==> config.mk <==
export PLATFORM = sky130hd
export DESIGN_NAME = sw_conditioner
export DESIGN_NICKNAME = d
export VERILOG_FILES = /design/src/rtl/sw_conditioner.sv
export SDC_FILE = /design/constraint.sdc
export NUM_CORES = 1
export LEC_CHECK = 0
export CAP_MARGIN = 20
export CORE_MARGIN = 4
export CORE_UTILIZATION = 30
export CTS_CLUSTER_SIZE = 10
export DETAILED_ROUTE_END_ITERATION = 16
export SLEW_MARGIN = 20
export SYNTH_ARGS = -nofsm -noshare
export SYNTH_HDL_FRONTEND = slang
export SYNTH_SLANG_ARGS = --single-unit
==> constraint.sdc <==
create_clock -name clk_2 -period 2.5 [get_ports clk_2]
set_input_delay 0.375 -clock clk_2 [delete_from_list [all_inputs] [get_ports clk_2]]
set_output_delay 0.375 -clock clk_2 [all_outputs]
set_load 0.02 [all_outputs]
==> src/rtl/sw_conditioner.sv <==
// Switch conditioner: two-flop synchroniser, per-bit debounce, registered
// rise/fall pulses and a lowest-index "last event" report.
module sw_conditioner #(
    parameter int  NBITS           = 8,
    parameter int  DEBOUNCE_CYCLES = 4,
    localparam int CNT_W           = $clog2(DEBOUNCE_CYCLES + 1),
    localparam int IDX_W           = $clog2(NBITS)
) (
    input  logic             clk_2,
    input  logic             reset,
    input  logic [NBITS-1:0] SWI_raw,
    output logic [NBITS-1:0] SWI_clean,
    output logic [NBITS-1:0] rise,
    output logic [NBITS-1:0] fall,
    output logic             event_valid,
    output logic [IDX_W-1:0] event_idx,
    output logic             event_dir,
    output logic             event_multi
);

    localparam logic [CNT_W-1:0] CNT_MAX = CNT_W'(DEBOUNCE_CYCLES - 1);

    logic [NBITS-1:0] sync1;
    logic [NBITS-1:0] sync2;
    logic [CNT_W-1:0] cnt      [NBITS];
    logic [CNT_W-1:0] cnt_next [NBITS];
    logic [NBITS-1:0] clean_next;
    logic [NBITS-1:0] changed;
    logic [IDX_W-1:0] low_idx;
    logic             multi;

    always_comb begin
        // NOTE: every output of this block gets a default first, so no path leaves a latch behind.
        clean_next = SWI_clean;
        for (int i = 0; i < NBITS; i++) begin
            cnt_next[i] = '0;
            if (sync2[i] != SWI_clean[i]) begin
                if (cnt[i] == CNT_MAX) begin
                    clean_next[i] = sync2[i];
                end else begin
                    cnt_next[i] = cnt[i] + CNT_W'(1);
                end
            end
        end

        changed = clean_next ^ SWI_clean;
        low_idx = '0;
        for (int i = NBITS - 1; i >= 0; i--) begin
            if (changed[i]) low_idx = IDX_W'(i);
        end
        // Clearing the lowest set bit leaves something only if two or more bits changed.
        multi = |(changed & (changed - NBITS'(1)));
    end

    always_ff @(posedge clk_2 or posedge reset) begin
        if (reset) begin
            sync1       <= '0;
            sync2       <= '0;
            SWI_clean   <= '0;
            rise        <= '0;
            fall        <= '0;
            event_valid <= 1'b0;
            event_idx   <= '0;
            event_dir   <= 1'b0;
            event_multi <= 1'b0;
            for (int i = 0; i < NBITS; i++) cnt[i] <= '0;
        end else begin
            // NOTE: sequential state uses non-blocking assignments so every flop samples pre-edge values.
            sync1       <= SWI_raw;
            sync2       <= sync1;
            SWI_clean   <= clean_next;
            cnt         <= cnt_next;
            rise        <= changed & clean_next;
            fall        <= changed & ~clean_next;
            event_valid <= |changed;
            if (|changed) begin
                event_idx   <= low_idx;
                event_dir   <= clean_next[low_idx];
                event_multi <= multi;
            end
        end
    end

endmodule

==> metrics <==
Pleak 1.82 nW; setup violators final 0; final wirelength 5170 um; Die ar. 10800 um^2; Critical Path RT 2710 ps; drt wl/cell 12.9 um; RD Place Congestion 0.729; P_int 3.59 mW; Die Span Y 104 um; Initial Util 0.313; PD cells 1420 nW/um^2; final net count 324; antenna violations before repair 0; synth warn 0; Critical R2R Capture event_multi; number of global-route vias before repair 1786; most common cell in the synthesized netlist dfrtp_1; DRC errors left 0; IO Pins 40; Synth Register Bits 70; Worst Path Arrival 2680 ps; Synth Cell Area 2750 um^2; crit path max fanout 5; Vias per Instance 4.30; NetSw 1.99 mW; share of layout cells above drive strength 1 0.276; top-area cell type share of the netlist area 0.636; top_reg_cell synth dfrtp_1; Final ANT Viol Nets 0; Mapped Cells 209; Max Cap Viol 0; reg2reg start cnt[18]; fin crit share 0.988; Worst Max-Slew Pin Slew 411 ps; DR vias 1730; final hold viol count 0; Slew HR 0.725; Layout Skew 9.64 ps; slowest stage cell, crit path or4_1; Tot GR Track Use 0.101; part of the power in registers 0.296; post-synthesis cell type with the largest combined area dfrtp_1; min-delay worst type input pin to asynchronous set/reset pin; IO Port Bufs 39; CTS Root Cell clkbuf_8; TritonCTS clock tree yes; Sw Share 0.357; unique cell type count in the Yosys netlist 31; CTS Buf Count 9; crit path cell chain ha_2, nor2b_4, nor2_1, a21oi_2, inv_2, ha_4, and3_4, and2_4, a22o_1, a32oi_1, or4_1; number of flops mapped to enable cells by yosys 0; max incr delay on CP 520 ps; Buf/Inv on CP 1; Async S/R FF share, synth 1.00; worst skew pair latency 340 ps; status finished clean; Final Util 0.447; WS Path Type register to register; top cell family by delay on the critical path simple AND/OR/NAND/NOR gates; first-pass GRT wire length 8580 um; DP HPWL 3590 um; CTS Buffer Depth 2; max-slew violation count 0; fmax 405 MHz; RSZ-0062 raised after global routing true; die width 104 um; Synth-to-Final Area Change 42.9%; CTS Sinks 70; Avg Cell Area, Syn 13.2 um^2; GRT overflow 0; CP Capture Type register; setup ws final 30.0 ps; Core ar. 8810 um^2; htree depth 3; ant diodes 0; Net Count, Synth 244; fillers 807; Reg2Reg Depth 11; Comb power frac 0.528; pre-CTS setup slack -10.2 ps; IR drop worst, VDD 0.562 mV; clock share of power 0.176; Synth top cells by count dfrtp_1, ha_1, inv_1; Final Critical Period 2470 ps; largest net degree at the start of global routing 36; final hold slack 341 ps; reg2reg setup slack 30 ps; Core Rows 34; violation count after the first detailed-route iteration 50; largest cells by area after synthesis dfrtp_1, ha_1, nor3b_1; Initial DRT Pass Iterations 4; CP Launch Type register; Seq/Total Area, Yosys 0.636; clk slew on worst S/H paths 80 ps
per-stage QoR:
step | instance area [um^2] | power (mW) | TNS [ps] | instances
global route | 3930 | 6.03 | -136 | 402
finish | 3930 | 5.59 | 0 | 402
global placement | 3430 | 4.10 | 0 | 375
floorplan | 2750 | 3.07 | 0 | 209
detailed placement | 3430 | 4.13 | -10.2 | 375
CTS | 3690 | 5.22 | 0 | 391
timing repair:
| item | CTS | global route |
|---|---|---|
| gates resized for setup | 9 | 34 |
| buffers inserted | 0 | 11 |
| endpoints found under the setup margin | 2 | 4 |
| pin swaps | 0 | 13 |
| hold buffers | 0 | 0 |
registers in the layout, summed over array words and instances (netlist names):
signal	flops
event_valid	1
fall	8
sync1	8
event_idx	3
SWI_clean	8
event_multi	1
sync2	8
rise	8
event_dir	1
cnt	24
worst max-delay path by stage:
stage,start,to,slack [ps],cells past startpoint
3_5_place_dp,cnt[0],event_dir,-10,13
6_report,cnt[18],event_multi,30,11
5_1_grt,cnt[21],event_multi,-90,11
2_1_floorplan,cnt[21],event_multi,70,11
4_1_cts,cnt[18],event_multi,20,10
3_3_place_gp,cnt[15],event_dir,2,11
cell families (layout without fill, tap and decap cells):
| kind of cell | after synthesis | after routing | share of synthesized area |
|---|---|---|---|
| compound gates | 22 | 22 | 0.0505 |
| xor+xnor | 8 | 8 | 0.0255 |
| fa+ha+maj | 26 | 26 | 0.117 |
| buf+inv | 20 | 105 | 0.0273 |
| flops | 70 | 70 | 0.636 |
| mux | 5 | 5 | 0.0186 |
| simple gates | 58 | 58 | 0.125 |
area by class of cell:
type,instances,area [um^2],area share
clock buffers,12,145,0.0369
clock inverters,4,70.1,0.0178
inverters,20,75.1,0.0191
multi-input cells,119,1130,0.287
flip-flops and latches,70,1750,0.445
well taps,108,135,0.0344
repair buffers,69,628,0.160
layer usage:
layer	global-route usage	up-vias	wire length, um
met3	0.0541	8	302
met5	0	-	0
met4	0.0313	0	67
met2	0.160	33	2610
met1	0.119	830	2190
li1	-	859	-
layout by cell type (no fill, tap or decap), types with 2 or more instances in the layout:
master / n
bufinv_16: 2
ha_1: 13
a21o_1: 2
a21oi_2: 5
clkdlybuf4s50_1: 39
inv_2: 4
nand4_1: 2
nand2b_4: 2
a21oi_1: 6
dfrtp_1: 70
clkbuf_8: 10
nor3b_1: 15
nand2b_1: 3
ha_2: 5
mux2i_1: 3
clkbuf_1: 2
buf_4: 29
xnor2_1: 8
nor3_1: 6
nand2_1: 6
inv_1: 16
nor2b_4: 6
nor2_1: 11
clkinv_2: 2
ha_4: 7
power groups by stage:
| stage | Sequential [mW] | Combinational, mW | Clock, mW |
|---|---|---|---|
| finish | 1.65 | 2.95 | 0.984 |
| floorplan | 1.89 | 1.17 | 0 |
| global placement | 1.66 | 2.44 | 0 |
| CTS | 1.65 | 2.55 | 1.02 |
| global route | 1.70 | 3.26 | 1.07 |
| detailed placement | 1.67 | 2.46 | 0 |
Power figures use the tool's default switching activity.
